<file path="src/rtl/decoder_n_scan_pkg.sv">
// Shared definitions for the N-to-2^N decoder with scan sequencer:
// mode encodings and the sequencer state type.
package decoder_n_scan_pkg;

    localparam logic [1:0] MODE_DIRECT = 2'b00;
    localparam logic [1:0] MODE_SCAN   = 2'b01;
    localparam logic [1:0] MODE_SWEEP  = 2'b10;
    localparam logic [1:0] MODE_RSVD   = 2'b11;

    typedef enum logic [1:0] {
        IDLE  = 2'd0,
        SCAN  = 2'd1,
        SWEEP = 2'd2
    } state_t;

endpackage

</file>
<file path="src/rtl/decoder_n_scan_onehot_decode.sv">
// Purely combinational N -> 2^N one-hot decoder, shared by the direct
// decode path and the scan sequencer.
module onehot_decode #(
    parameter int N = 3
) (
    input  logic [N-1:0]      sel,
    output logic [(1<<N)-1:0] onehot
);

    always_comb begin
        onehot      = '0;
        onehot[sel] = 1'b1;
    end

endmodule

</file>
<file path="src/rtl/decoder_n_scan.sv">
// N-to-2^N registered one-hot decoder with a built-in scan/sweep sequencer
// that steps the active output through every channel with a programmable dwell.
module decoder_n_scan
    import decoder_n_scan_pkg::*;
#(
    parameter int N       = 3,
    parameter int DWELL_W = 8
) (
    input  logic               clk,
    input  logic               rst,
    input  logic               en,
    input  logic [1:0]         mode,
    input  logic [N-1:0]       i,
    input  logic [DWELL_W-1:0] dwell,
    input  logic               start,
    input  logic               stop,
    output logic [(1<<N)-1:0]  d,
    output logic [N-1:0]       idx,
    output logic               busy,
    output logic               done
);

    state_t             state;
    logic [DWELL_W-1:0] dwell_cnt;
    logic [DWELL_W-1:0] dwell_lat;
    logic [N-1:0]       dec_sel;
    logic [(1<<N)-1:0]  dec_out;
    logic               running;
    logic               step;
    logic               last;
    logic               start_ok;

    assign running  = (state != IDLE);
    assign step     = running && en && (dwell_cnt == '0);
    assign last     = &idx;
    assign start_ok = start && en && !stop &&
                      ((mode == MODE_SCAN) || (mode == MODE_SWEEP));

    // One decoder serves both paths: the raw select while idle in direct
    // mode, channel 0 when a scan launches, otherwise the current/next index.
    always_comb begin
        dec_sel = idx;
        if (!running) begin
            dec_sel = (mode == MODE_DIRECT) ? i : '0;
        end else if (step) begin
            dec_sel = idx + N'(1);
        end
    end

    onehot_decode #(.N(N)) u_dec (
        .sel    (dec_sel),
        .onehot (dec_out)
    );

    always_ff @(posedge clk) begin
        if (rst) begin
            state     <= IDLE;
            d         <= '0;
            idx       <= '0;
            busy      <= 1'b0;
            done      <= 1'b0;
            dwell_cnt <= '0;
            dwell_lat <= '0;
        end else begin
            done <= 1'b0;
            unique case (state)
                IDLE: begin
                    busy <= 1'b0;
                    if (start_ok) begin
                        state     <= (mode == MODE_SCAN) ? SCAN : SWEEP;
                        idx       <= '0;
                        d         <= dec_out;
                        busy      <= 1'b1;
                        dwell_cnt <= dwell;
                        dwell_lat <= dwell;
                    end else if (mode == MODE_DIRECT) begin
                        d   <= en ? dec_out : '0;
                        idx <= i;
                    end else begin
                        d   <= '0;
                        idx <= '0;
                    end
                end
                SCAN, SWEEP: begin
                    // A low enable holds index, counter and state; only d blanks.
                    if (stop) begin
                        state <= IDLE;
                        d     <= '0;
                        idx   <= '0;
                        busy  <= 1'b0;
                    end else if (!en) begin
                        d <= '0;
                    end else if (dwell_cnt != '0) begin
                        dwell_cnt <= dwell_cnt - DWELL_W'(1);
                        d         <= dec_out;
                    end else if ((state == SWEEP) && last) begin
                        state <= IDLE;
                        d     <= '0;
                        idx   <= '0;
                        busy  <= 1'b0;
                        done  <= 1'b1;
                    end else begin
                        idx       <= dec_sel;
                        dwell_cnt <= dwell_lat;
                        d         <= dec_out;
                    end
                end
                default: begin
                    state <= IDLE;
                    d     <= '0;
                    idx   <= '0;
                    busy  <= 1'b0;
                end
            endcase
        end
    end

endmodule

</file>
<file path="config.mk">
export PLATFORM = sky130hd
export DESIGN_NAME = decoder_n_scan
export DESIGN_NICKNAME = d
export VERILOG_FILES = /design/src/rtl/decoder_n_scan_pkg.sv /design/src/rtl/decoder_n_scan_onehot_decode.sv /design/src/rtl/decoder_n_scan.sv
export SDC_FILE = /design/constraint.sdc
export NUM_CORES = 1
export LEC_CHECK = 0
export BUFFER_PORTS_ARGS = -buffer_cell sky130_fd_sc_hd__buf_2
export CAP_MARGIN = 30
export CORE_UTILIZATION = 56
export DETAILED_ROUTE_END_ITERATION = 10
export GPL_ROUTABILITY_DRIVEN = 0
export GPL_TIMING_DRIVEN = 0
export PLACE_DENSITY = 0.79
export SKIP_CTS_REPAIR_TIMING = 1
export SYNTH_ARGS = -nofsm -noshare
export SYNTH_HDL_FRONTEND = slang
export SYNTH_HIERARCHICAL = 1
export SYNTH_SLANG_ARGS = --single-unit
</file>
<file path="constraint.sdc">
create_clock -name clk -period 2.7 [get_ports clk]
set_input_delay 0.27 -clock clk [delete_from_list [all_inputs] [get_ports clk]]
set_output_delay 0.27 -clock clk [all_outputs]
set_load 0.03 [all_outputs]
</file>
-- Word-level counts from Yosys, hierarchy flattened
Index checks and enable logic that the tools add are counted.
- $add $sub $neg: 2
- magnitude comparators: 2
- eq/ne operators: 11
- mux-type cells: 39
- bitwise operators: 2
- reduce and logical (&&, ||, !) cells: 23
- operators with widths (cell ; number):
    $mux 8 ; 12
    $pmux 8 s2 ; 2
    $mux 3 ; 8
    $mux 2 ; 6
    $ne 3x3->1 const B ; 4
    $logic_not 8->1 ; 1
    $reduce_bool 8->1 ; 1
    $sub 8x1->8 const B ; 1
    $logic_and 1x1->1 ; 7
    $mux 1 ; 7
    $ne 2x2->1 const B ; 3
    $pmux 3 s2 ; 1
    $reduce_and 3->1 ; 2
    $reduce_and 5->1 ; 1
    $reduce_or 5->1 ; 1
    $eq 2x1->1 const B ; 2
    $eq 2x2->1 const B ; 2
    $logic_not 2->1 ; 2
    $lt 3x4->1 const B ; 1
    $pmux 2 s2 ; 1
    $reduce_and 2->1 ; 2
    $reduce_and 4->1 ; 1
    $reduce_bool 2->1 ; 2
    $add 3x1->3 const B ; 1
    7 further kinds ; 8
- bits in registers: 31
- input bits: 18
- output and inout port bits: 13
- word-level logic and storage cells: 86

-- Logic depth before layout (Yosys ltp)
Gate-level depths: netlist of the first run.
- depth after elaboration: 14
- depth in mapped cells: 9
- depth with buffers taken out: 7

-- By module
Netlist of the first run, hierarchy kept.
- modules (own cells, without submodules) (module ; times used ; cells each ; area an instance (sq um)):
    decoder_n_scan ; 1 ; 213 ; 1810.5
    onehot_decode ; 1 ; 8 ; 65.1

-- Worst setup path before layout of the first run
OpenSTA, ideal clock, no wires.
- path kind: register to register
- from: register dwell_cnt[0]
- to: register d[6]
- library setup time: 0.115 ns
- arrival: 1.995 ns
- required time: 2.585 ns
- slack: 0.590 ns
- cell stages (with the launch flop): 10
- path buffers: 2
- clock period less this slack: 2.110 ns
- path through: dfxtp_1 > inv_1 > ha_1 > buf_2 > and3b_1 > buf_2 > and3_1 > o211ai_1 > and3b_2 > and2_1
- longest elaborated chain between the ends: 13
- elaborated cells on any way between the ends: 18
- classes of those cells: order compare: 2; mux: 12; reduce/logical: 4
- ends and longest elaborated chain (element ; line ; text):
    start: declaration ; decoder_n_scan.sv:24 ; logic [DWELL_W-1:0] dwell_cnt;
    start signal: assignment ; decoder_n_scan.sv:74 ; dwell_cnt <= dwell;
    start signal: assignment ; decoder_n_scan.sv:94 ; dwell_cnt <= dwell_cnt - DWELL_W'(1);
    start signal: assignment ; decoder_n_scan.sv:104 ; dwell_cnt <= dwell_lat;
    $logic_not 8->1 (*) ; decoder_n_scan.sv:34 ; assign step = running && en && (dwell_cnt == '0);
    $logic_and 1x1->1 (*) ; decoder_n_scan.sv:34 ;
    $mux 3 (*) ; decoder_n_scan.sv:45 ; end else if (step) begin
    $mux 3 (*) ; decoder_n_scan.sv:43 ; if (!running) begin
    via dec_sel[0] ; decoder_n_scan.sv:26 ; logic [N-1:0] dec_sel;
    $lt 3x4->1 (not written as such) or $ge 3x1->1 (tied branches) ; decoder_n_scan_onehot_decode.sv:12 ; onehot[sel] = 1'b1;
    $logic_and 1x1->1 (not written as such) ; decoder_n_scan_onehot_decode.sv:12 ;
    $mux 1 (not written as such) ; decoder_n_scan_onehot_decode.sv:12 ;
    $demux 1 s3 (*) ; n/a ;
    via dec_out[6] ; decoder_n_scan.sv:27 ; logic [(1<<N)-1:0] dec_out;
    $mux 8 ; decoder_n_scan.sv:96 ; end else if ((state == SWEEP) && last) begin
    $mux 8 ; decoder_n_scan.sv:93 ; end else if (dwell_cnt != '0) begin
    $mux 8 ; decoder_n_scan.sv:91 ; end else if (!en) begin
    $mux 8 ; decoder_n_scan.sv:86 ; if (stop) begin
    $pmux 8 s2 (*) ; decoder_n_scan.sv:66 ; unique case (state)
    end signal: assignment ; decoder_n_scan.sv:72 ; d <= dec_out;
    end signal: assignment ; decoder_n_scan.sv:77 ; d <= en ? dec_out : '0;
    end signal: assignment ; decoder_n_scan.sv:95 ; d <= dec_out;
    end: declaration ; decoder_n_scan.sv:17 ; output logic [(1<<N)-1:0] d,
Mark *: on every way through the listed nets, which the timed path passes. The rest lies on a longest branch.
A chain may end at the register's enable or synchronous reset.

-- Worst setup path in the final report of the first run
Same ends and word-level chain as after synthesis.

==> out/metrics.csv, run 1 <==
metric,value,unit
rr_worst_depth,9,
h_tree_depth,2,
area_growth_syn_to_layout,15.3,%
fraction_of_final_layout_cells_sized_beyond_drive_strength_1,20.5,%
async_reset_ff_share,0,%
worstPathArrival,2.66,ns
critical_path.startpoint_type,register,
port_buffers,29,
utilization,69.7,%
synth_enable_flop_cells,0,
hp-class,input port to register,
final_setup_fails,0,
setup_tns,0,ns
timing.final.max_slew_violations,0,
power_per_cell_area,497,mW/mm^2
cell_at_the_root_of_the_clock_tree,clkbuf_4,
status,finished clean,
yosys_register_bits,31,
power.ir.vdd_worst,0.000272,V
drtIter0Drc,137,
num-nets-final,283,
master_of_the_slowest_instance_on_the_critical_path,o211ai_1,
timing.rr.start,dwell_cnt[0],
total_standard_cell_area_after_synthesis,0.00188,sq mm
power_leakage,0.927,nW
cts_inserted_buffers,5,
dominantRegCellSynth,dfxtp_1,
initial_utilization,60.4,%
synth_top_area_share,33.1,%
first_global_vias,1571,
worst-endpoint-required,2.93,ns
fp.dieArea,0.00358,sq mm
rr_endpoint,d[6],
sequence_of_cells_on_the_critical_path,inv_1 > ha_1 > buf_2 > and3b_1 > buf_2 > and3_1 > o211ai_1 > and3b_2 > and2_1,
die_w,59.9,um
min_period_over_period,90.0,%
fmax,0.412,GHz
detailroute.via_count,1775,
antenna-diode-count,0,
power_frac_clock,36.8,%
number_of_nets_still_failing_antenna_checks_after_routing,0,
timing.critical_path.mode_cell,buf_2,
timing.max_cap.violations,0,
routed_wire_length_per_instance,14.5,um
area_of_the_placeable_core,0.00310,sq mm
tritoncts_clock_tree,yes,
clk_latency,0.34,ns
net-switching-power,0.311,mW
post_synth_top_area_cell,dfxtp_1,
p_int,0.764,mW
overflow,0,
drtPass1Iterations,5,
rrSetupSlack,0.27,ns
vias_per_cell,5.88,
cts.sink_count,31,
syn_area_per_cell,8.49,sq um
ios,31,
whs_path_depth,3,
comb_power_share,18.2,%
ys_warn_count,6,
synth.area.top_cells,"dfxtp_1, ha_1, nor2_1",
min_period,2.43,ns
cpLargestDelayFamily,simple AND/OR/NAND/NOR gates,
worst-path-buf-inv,3,
fp.dieH,59.9,um
grt_usage,27.7,%
whs,0.174,ns
clk_path_buf_depth,2,
fin_skew,0.0132,ns
routed_wirelength,4.39,mm
setup_repair_after_global_routing_missed_its_margin,no,
wire_length_of_the_first_global_routing_pass,7.29,mm
seq_area_frac_synth,33.1,%
critical_path.endpoint,d[6],
antenna_found_initial,0,
worst_setup_path_startpoint,dwell_cnt[0],
end_kind,register,
post-route-cell-area,0.00216,sq mm
grt_start_max_net_pins,11,
postSynthCellCount,221,
mappedNetlistNets,247,
clk_pin_slew,0.11,ns
critPathMaxFanout,10,
num_rows,20,
synth.distinct_cells,50,
finalHoldViolations,0,
drc,0,
fin_total_pwr,1.07,mW
max_slew_margin,55.1,%
pwr-share-seq,45.0,%
placedInstanceArea,0.00208,sq mm
switching_share_of_power,28.9,%
cpPeakStageDelay,0.49,ns
stages_on_worst_setup_path,9,
dp_hpwl,3.13,mm
worstMarginPinSlew,0.670,ns
timing_worst_setup_path_type,register to register,
[final cells by class]
type / count / area [sq um]
Sequential cell: 31 / 621
Tap cell: 44 / 55.1
Fill cell: 283 / 941
Buffer: 13 / 53.8
Timing Repair Buffer: 29 / 145
Multi-Input combinational cell: 167 / 1160
Inverter: 10 / 37.5
Clock inverter: 2 / 35.0
Clock buffer: 6 / 51.3
[how the worst min path moves through the flow]
stage | startpoint | endpoint | slack [ns]
6_report | dwell[6] | dwell_lat[6] | 0.17
5_1_grt | dwell[4] | dwell_lat[4] | 0.17
4_1_cts | dwell[6] | dwell_lat[6] | 0.17
3_5_place_dp | dwell_lat[1] | dwell_lat[1] | 0.47
3_3_place_gp | dwell_lat[1] | dwell_lat[1] | 0.47
2_1_floorplan | dwell[1] | dwell_lat[1] | 0.42
[sequential cells by signal, summed over array words and instances (netlist names)]
signal and flops:
d 8, done 1, busy 1, state 2, dwell_lat 8, dwell_cnt 8, idx 3
[stage by stage]
step / cells / setup slack, ns
floorplan: 221 / 0.590
global placement: 294 / 0.360
detailed placement: 294 / 0.338
CTS: 302 / 0.296
global route: 302 / 0.113
finish: 302 / 0.271
[cell usage after synthesis, drive strengths merged, types with 2 or more instances]
cell type   n
a211oi      6
a21oi      10
a2bb2oi     2
a311o       3
a311oi      6
a31oi       5
a41o        2
and2       11
and3        4
and3b       5
buf         5
clkbuf      8
dfxtp      31
ha          8
inv        10
mux2i       9
nand2      13
nand2b      4
nand3       8
nand4       5
nor2       27
nor3        6
nor3b       5
o211ai      4
o31ai       2
o32ai       2
or4         4
xor2        2
[power groups by stage]
| stage | combinational, mW | sequential, mW | clock [mW] |
|---|---|---|---|
| 2_1_floorplan | 0.136 | 0.497 | 0 |
| 3_3_place_gp | 0.189 | 0.494 | 0 |
| 3_5_place_dp | 0.192 | 0.494 | 0 |
| 4_1_cts | 0.193 | 0.484 | 0.401 |
| 5_1_grt | 0.217 | 0.486 | 0.428 |
| 6_report | 0.196 | 0.484 | 0.395 |
[metal layers]
| layer | track usage [%] | vias up | share of wire [%] |
|---|---|---|---|
| met1 | 36.2 | 828 | 45 |
| li1 | - | 892 | - |
| met3 | 7.14 | 9 | 4.5 |
| met2 | 43.3 | 46 | 48 |
| met4 | 11.0 | 0 | 1.8 |
| met5 | 0 | - | 0 |
[cell families (layout without fill, tap and decap cells)]
group | count (synthesis) | count (layout) | synth area share, %
xor gates and xnor gates | 2 | 2 | 0.934
muxes | 9 | 9 | 4.80
DFF | 31 | 31 | 33.1
buffers and inverters | 23 | 60 | 4.87
adders and majority gates | 8 | 8 | 5.34
AOI/OAI and AO/OA | 50 | 50 | 20.7
and+or+nand+nor | 98 | 98 | 30.3
[layout by cell type (no fill, tap or decap), drive strengths merged, types with 3 or more instances in the layout]
cell type  netlist  routed
buf              5      34
dfxtp           31      31
nor2            27      27
clkbuf           8      14
nand2           13      13
and2            11      11
inv             10      10
a21oi           10      10
mux2i            9       9
nand3            8       8
ha               8       8
a211oi           6       6
nor3             6       6
a311oi           6       6
nand4            5       5
a31oi            5       5
nor3b            5       5
and3b            5       5
nand2b           4       4
o211ai           4       4
or4              4       4
and3             4       4
a311o            3       3
[worst register-to-register path: stages, from the launching register on]
cell and delay (ns):
dfxtp_1 0.43, inv_1 0.10, ha_1 0.19, buf_2 0.17
and3b_1 0.17, buf_2 0.18, and3_1 0.21, o211ai_1 0.49
and3b_2 0.26, and2_1 0.13
(Power assumes the default switching activity.)
==> run 2, diff against run 1 <==
Settings changed: CORE_ASPECT_RATIO from default to 1.5.
==> run 2 against run 1 <==
Effect of this change: clock skew fell by 0.0070 ns; largest cell class unchanged; non-clock buffer count did not move; final area rose by 1.2%; die area rose by 0.14%; critical path depth did not move; global-route usage rose by 0.76 points; highest routed layer unchanged; fmax rose by 1.9%.
==> out/metrics.csv, run 2 (synthesized netlist as in run 1, its figures left out) <==
metric,value,unit,change
drtIter0Drc,78,,was 137
master_of_the_slowest_instance_on_the_critical_path,o211ai_1,,unchanged
area_of_the_placeable_core,0.00316,sq mm,was 0.00310 sq mm
min_period,2.38,ns,was 2.43 ns
rr_endpoint,d[6],,unchanged
fmax,0.420,GHz,was 0.412 GHz
routed_wire_length_per_instance,15.3,um,was 14.5 um
fin_skew,0.00618,ns,was 0.0132 ns
worst-endpoint-required,2.88,ns,was 2.93 ns
critical_path.endpoint,d[6],,unchanged
cell_at_the_root_of_the_clock_tree,clkbuf_8,,was clkbuf_4
port_buffers,29,,unchanged
final_setup_fails,0,,unchanged
pwr-share-seq,41.8,%,was 45.0%
filler_cell_count,287,,was 283
fp.dieH,72.9,um,was 59.9 um
switching_share_of_power,27.1,%,was 28.9%
post-place-ws,0.361,ns,was 0.338 ns
die_w,49.3,um,was 59.9 um
rrSetupSlack,0.32,ns,was 0.27 ns
routed_wirelength,4.57,mm,was 4.39 mm
antenna_found_initial,0,,unchanged
max_slew_margin,48.3,%,was 55.1%
final_common_cell,buf_2,,unchanged
cpLargestDelayFamily,simple AND/OR/NAND/NOR gates,,unchanged
worst_setup_path_startpoint,dwell_cnt[0],,unchanged
top_regs,"d: 8 flops, dwell_cnt: 8 flops, dwell_lat: 8 flops",,unchanged
finalHoldViolations,0,,unchanged
drc,0,,unchanged
vias_per_cell,6.01,,was 5.88
whs_path_depth,3,,unchanged
num-nets-final,283,,unchanged
mostFrequentLayoutCells,"buf_2, dfxtp_1, nor2_1",,unchanged
tritoncts_clock_tree,yes,,unchanged
setup_repair_after_global_routing_missed_its_margin,no,,unchanged
h_tree_depth,2,,unchanged
cpPeakStageDelay,0.46,ns,was 0.49 ns
multi_input_area,0.00116,sq mm,unchanged
rr_worst_depth,9,,unchanged
comb_power_share,17.0,%,was 18.2%
worstPathArrival,2.56,ns,was 2.66 ns
power_frac_clock,41.2,%,was 36.8%
timing.critical_path.mode_cell,buf_2,,unchanged
hp-class,input port to register,,unchanged
timing_worst_setup_path_type,register to register,,unchanged
critical_path.startpoint_type,register,,unchanged
end_kind,register,,unchanged
status,finished clean,,unchanged
critPathMaxFanout,10,,unchanged
stages_on_worst_setup_path,9,,unchanged
setup_tns,0,ns,unchanged
detailroute.via_count,1791,,was 1775
p_int,0.844,mW,was 0.764 mW
worstMarginPinSlew,0.771,ns,was 0.670 ns
worst-path-buf-inv,3,,unchanged
grt_start_max_net_pins,11,,unchanged
clk_path_buf_depth,2,,unchanged
area_growth_syn_to_layout,16.7,%,was 15.3%
fraction_of_final_layout_cells_sized_beyond_drive_strength_1,20.5,%,unchanged
grt_usage,28.5,%,was 27.7%
timing.rr.start,dwell_cnt[0],,unchanged
fp.dieArea,0.00359,sq mm,was 0.00358 sq mm
timing.final.max_slew_violations,0,,unchanged
clk_latency,0.28,ns,was 0.34 ns
ff_latch_area,621,sq um,unchanged
number_of_nets_still_failing_antenna_checks_after_routing,0,,unchanged
clk_pin_slew,0.07,ns,was 0.11 ns
min_period_over_period,88.3,%,was 90.0%
power_leakage,0.940,nW,was 0.927 nW
drtPass1Iterations,4,,was 5
dp_hpwl,3.25,mm,was 3.13 mm
wire_length_of_the_first_global_routing_pass,7.71,mm,was 7.29 mm
overflow,0,,unchanged
power_per_cell_area,529,mW/mm^2,was 497 mW/mm^2
power.ir.vdd_worst,0.000432,V,was 0.000272 V
first_global_vias,1742,,was 1571
sequence_of_cells_on_the_critical_path,inv_1 > ha_1 > buf_2 > and3b_1 > buf_2 > and3_1 > o211ai_1 > and3b_2 > and2_1,,unchanged
net-switching-power,0.313,mW,was 0.311 mW
antenna-diode-count,0,,unchanged
ios,31,,unchanged
timing.max_cap.violations,0,,unchanged
cts.sink_count,31,,unchanged
setup_ws,0.317,ns,was 0.271 ns
initial_utilization,59.4,%,was 60.4%
cts_inserted_buffers,5,,unchanged
num_rows,25,,was 20
==> run 2: cell type report <==
class                           count  share of cell area, %
Multi-Input combinational cell    167                   53.2
Sequential cell                    31                   28.4
Inverter                           10                   1.72
Clock buffer                        6                   3.77
Tap cell                           40                   2.29
Buffer                             13                   2.46
Timing Repair Buffer               29                   6.63
Clock inverter                      2                   1.60
==> run 2: per-layer routing <==
layer	track usage (%)	up-vias	part of all wire, %
met5	0	-	0
met4	12.1	0	1.3
met3	5.21	4	5.1
met2	54.2	64	53
met1	30.0	831	41
li1	-	892	-
==> run 2: worst reg2reg max path, delay by kind of cell (launching register included) <==
family | cells | cell delay, ns
compound gates | 1 | 0.46
fa+ha+maj | 1 | 0.19
buf+inv | 3 | 0.45
flops | 1 | 0.40
simple gates | 4 | 0.78
==> run 2: how the worst min path moves through the flow <==
stage / from / end / slack [ns]
floorplan: dwell[1] / dwell_lat[1] / 0.42
global placement: dwell_lat[1] / dwell_lat[1] / 0.47
detailed placement: dwell_lat[1] / dwell_lat[1] / 0.48
CTS: dwell[1] / dwell_lat[1] / 0.23
global route: dwell[3] / dwell_lat[3] / 0.25
finish: dwell[5] / dwell_lat[5] / 0.24
==> run 2: through the flow <==
step | utilization [%] | hold slack [ns] | total power [mW] | instance area, sq um | std cells
5_1_grt | 69.3 | 0.248 | 1.20 | 2190 | 298
3_3_place_gp | 65.5 | 0.468 | 0.684 | 2070 | 290
3_5_place_dp | 65.5 | 0.476 | 0.687 | 2070 | 290
2_1_floorplan | - | 0.417 | 0.633 | 1880 | 221
6_report | 69.3 | 0.238 | 1.16 | 2190 | 298
4_1_cts | 69.3 | 0.232 | 1.17 | 2190 | 298
==> run 2: power groups by stage <==
stage	registers (mW)	clock network [mW]	logic, mW
6_report	0.484	0.477	0.197
5_1_grt	0.485	0.502	0.217
4_1_cts	0.483	0.489	0.194
3_5_place_dp	0.494	0	0.193
3_3_place_gp	0.493	0	0.191
2_1_floorplan	0.497	0	0.136
==> run 3, diff against run 2 <==
Settings changed: CORE_UTILIZATION 56 to 40, PLACE_DENSITY 0.79 to default.
==> run 3 against run 2 <==
Effect of this change: the run now ends with DRC left; global-route usage shrank 7.5 points; clock power grew 0.8%; critical path type unchanged; first-iteration DRC count shrank 29%; utilization shrank 20 points; clock skew grew 0.0011 ns; fmax shrank 1.1%; flip-flop and latch count is the same; critical path depth is the same.
==> out/metrics.csv, run 3 (synthesized netlist as in run 1, its figures left out) <==
metric,value,unit,change
setup_tns,0,ns,unchanged
port_buffers,29,,unchanged
violations,DRC,,
rr_endpoint,d[6],,unchanged
hp-class,input port to register,,unchanged
cell_at_the_root_of_the_clock_tree,clkbuf_8,,unchanged
min_period,2.41,ns,was 2.38 ns
first_global_vias,1688,,was 1742
filler_cell_count,483,,was 287
dp_hpwl,3.45,mm,was 3.25 mm
antenna-diode-count,0,,unchanged
area_of_the_placeable_core,0.00450,sq mm,was 0.00316 sq mm
final_setup_fails,0,,unchanged
vias_per_cell,5.73,,was 6.01
status,"complete, but fails checks",,was finished clean
rr_worst_depth,9,,unchanged
grt_usage,20.9,%,was 28.5%
routed_wire_length_per_instance,15.7,um,was 15.3 um
worst-endpoint-required,2.88,ns,about the same
whs_path_depth,3,,unchanged
setup_repair_after_global_routing_missed_its_margin,no,,unchanged
worstMarginPinSlew,0.798,ns,was 0.771 ns
final_common_cell,buf_2,,unchanged
cts.sink_count,31,,unchanged
h_tree_depth,2,,unchanged
fp.dieH,85.9,um,was 72.9 um
number_of_nets_still_failing_antenna_checks_after_routing,0,,unchanged
timing_worst_setup_path_type,register to register,,unchanged
top_regs,"d: 8 flops, dwell_cnt: 8 flops, dwell_lat: 8 flops",,unchanged
cpLargestDelayFamily,simple AND/OR/NAND/NOR gates,,unchanged
mostFrequentLayoutCells,"buf_2, dfxtp_1, nor2_1",,unchanged
drc,3,,was 0
power_leakage,0.940,nW,unchanged
rrSetupSlack,0.29,ns,was 0.32 ns
cpPeakStageDelay,0.50,ns,was 0.46 ns
end_kind,register,,unchanged
hold_path_startpoint,dwell[3],,was dwell[5]
num_rows,30,,was 25
power_per_cell_area,529,mW/mm^2,about the same
die_w,57.9,um,was 49.3 um
power.ir.vdd_worst,0.000274,V,was 0.000432 V
clk_path_buf_depth,2,,unchanged
fmax,0.415,GHz,was 0.420 GHz
timing.rr.start,dwell_cnt[0],,unchanged
timing.final.max_slew_violations,0,,unchanged
num-nets-final,283,,unchanged
critical_path.startpoint_type,register,,unchanged
worst-path-buf-inv,3,,unchanged
overflow,0,,unchanged
drtIter0Drc,55,,was 78
fp.dieArea,0.00497,sq mm,was 0.00359 sq mm
timing.max_cap.violations,0,,unchanged
worstPathArrival,2.59,ns,was 2.56 ns
critPathMaxFanout,10,,unchanged
min_period_over_period,89.2,%,was 88.3%
clk_latency,0.29,ns,was 0.28 ns
tritoncts_clock_tree,yes,,unchanged
finalHoldViolations,0,,unchanged
clk_pin_slew,0.07,ns,about the same
detailroute.via_count,1754,,was 1791
fin_total_pwr,1.16,mW,about the same
routed_wirelength,4.82,mm,was 4.57 mm
timing.critical_path.mode_cell,buf_2,,unchanged
fraction_of_final_layout_cells_sized_beyond_drive_strength_1,20.5,%,unchanged
area_growth_syn_to_layout,17.2,%,was 16.7%
sequence_of_cells_on_the_critical_path,inv_1 > ha_1 > buf_2 > and3b_1 > buf_2 > and3_1 > o211ai_1 > and3b_2 > and2_1,,unchanged
wire_length_of_the_first_global_routing_pass,7.80,mm,was 7.71 mm
master_of_the_slowest_instance_on_the_critical_path,o211ai_1,,unchanged
drtPass1Iterations,7,,was 4
cts_inserted_buffers,5,,unchanged
fin_skew,0.00726,ns,was 0.00618 ns
hold_end,dwell_lat[3],,was dwell_lat[5]
antenna_found_initial,0,,unchanged
ios,31,,unchanged
grt_start_max_net_pins,11,,unchanged
initial_utilization,41.6,%,was 59.4%
max_slew_margin,46.5,%,was 48.3%
==> run 3: final cells by class <==
| class | count | area, sq um | share of cell area (%) |
|---|---|---|---|
| buffer | 13 | 53.8 | 2.45 |
| multi-input combinational | 167 | 1160 | 52.9 |
| inverter | 10 | 37.5 | 1.71 |
| timing repair buffer | 29 | 145 | 6.60 |
| clock buffer | 6 | 82.6 | 3.76 |
| tap | 48 | 60.1 | 2.73 |
| clock inverter | 2 | 35.0 | 1.59 |
| sequential | 31 | 621 | 28.2 |
==> run 3: layer usage <==
layer	GRT usage (%)	vias to the layer above	part of all wire, %
met5	0	-	0
met3	4.52	7	3.6
met1	22.5	820	41
met4	10.2	0	2.1
li1	-	885	-
met2	37.7	42	53
==> run 3: power by group <==
part	leakage, nW	internal (mW)	switching (mW)
combinational	0.628	0.0762	0.123
sequential	0.251	0.469	0.0141
clock	0.0612	0.298	0.182
total	0.940	0.844	0.319
==> run 3: metrics by stage <==
stage	hold slack [ns]	area, sq um	cells	worst slack, ns	util [%]
after floorplan	0.417	1880	221	0.590	-
after CTS	0.233	2200	306	0.303	48.8
after global routing	0.250	2200	306	0.103	48.8
after detailed placement	0.482	2080	298	0.314	46.2
after global placement	0.468	2080	298	0.320	46.2
final	0.234	2200	306	0.290	48.8
==> run 3: how the worst max path moves through the flow <==
| stage | startpoint | end | cells after the start |
|---|---|---|---|
| detailed placement | dwell_cnt[0] | d[6] | 9 |
| finish | dwell_cnt[0] | d[6] | 9 |
| CTS | dwell_cnt[0] | d[6] | 9 |
| floorplan | dwell_cnt[0] | d[6] | 9 |
| global placement | dwell_cnt[0] | d[6] | 9 |
| global route | dwell_cnt[0] | d[6] | 9 |
==> run 3: worst register-to-register path: stages (launching register included) <==
cell and delay (ns):
dfxtp_1 0.41, inv_1 0.10, ha_1 0.19, buf_2 0.17, and3b_1 0.17, buf_2 0.18, and3_1 0.21, o211ai_1 0.50
and3b_2 0.27, and2_1 0.12
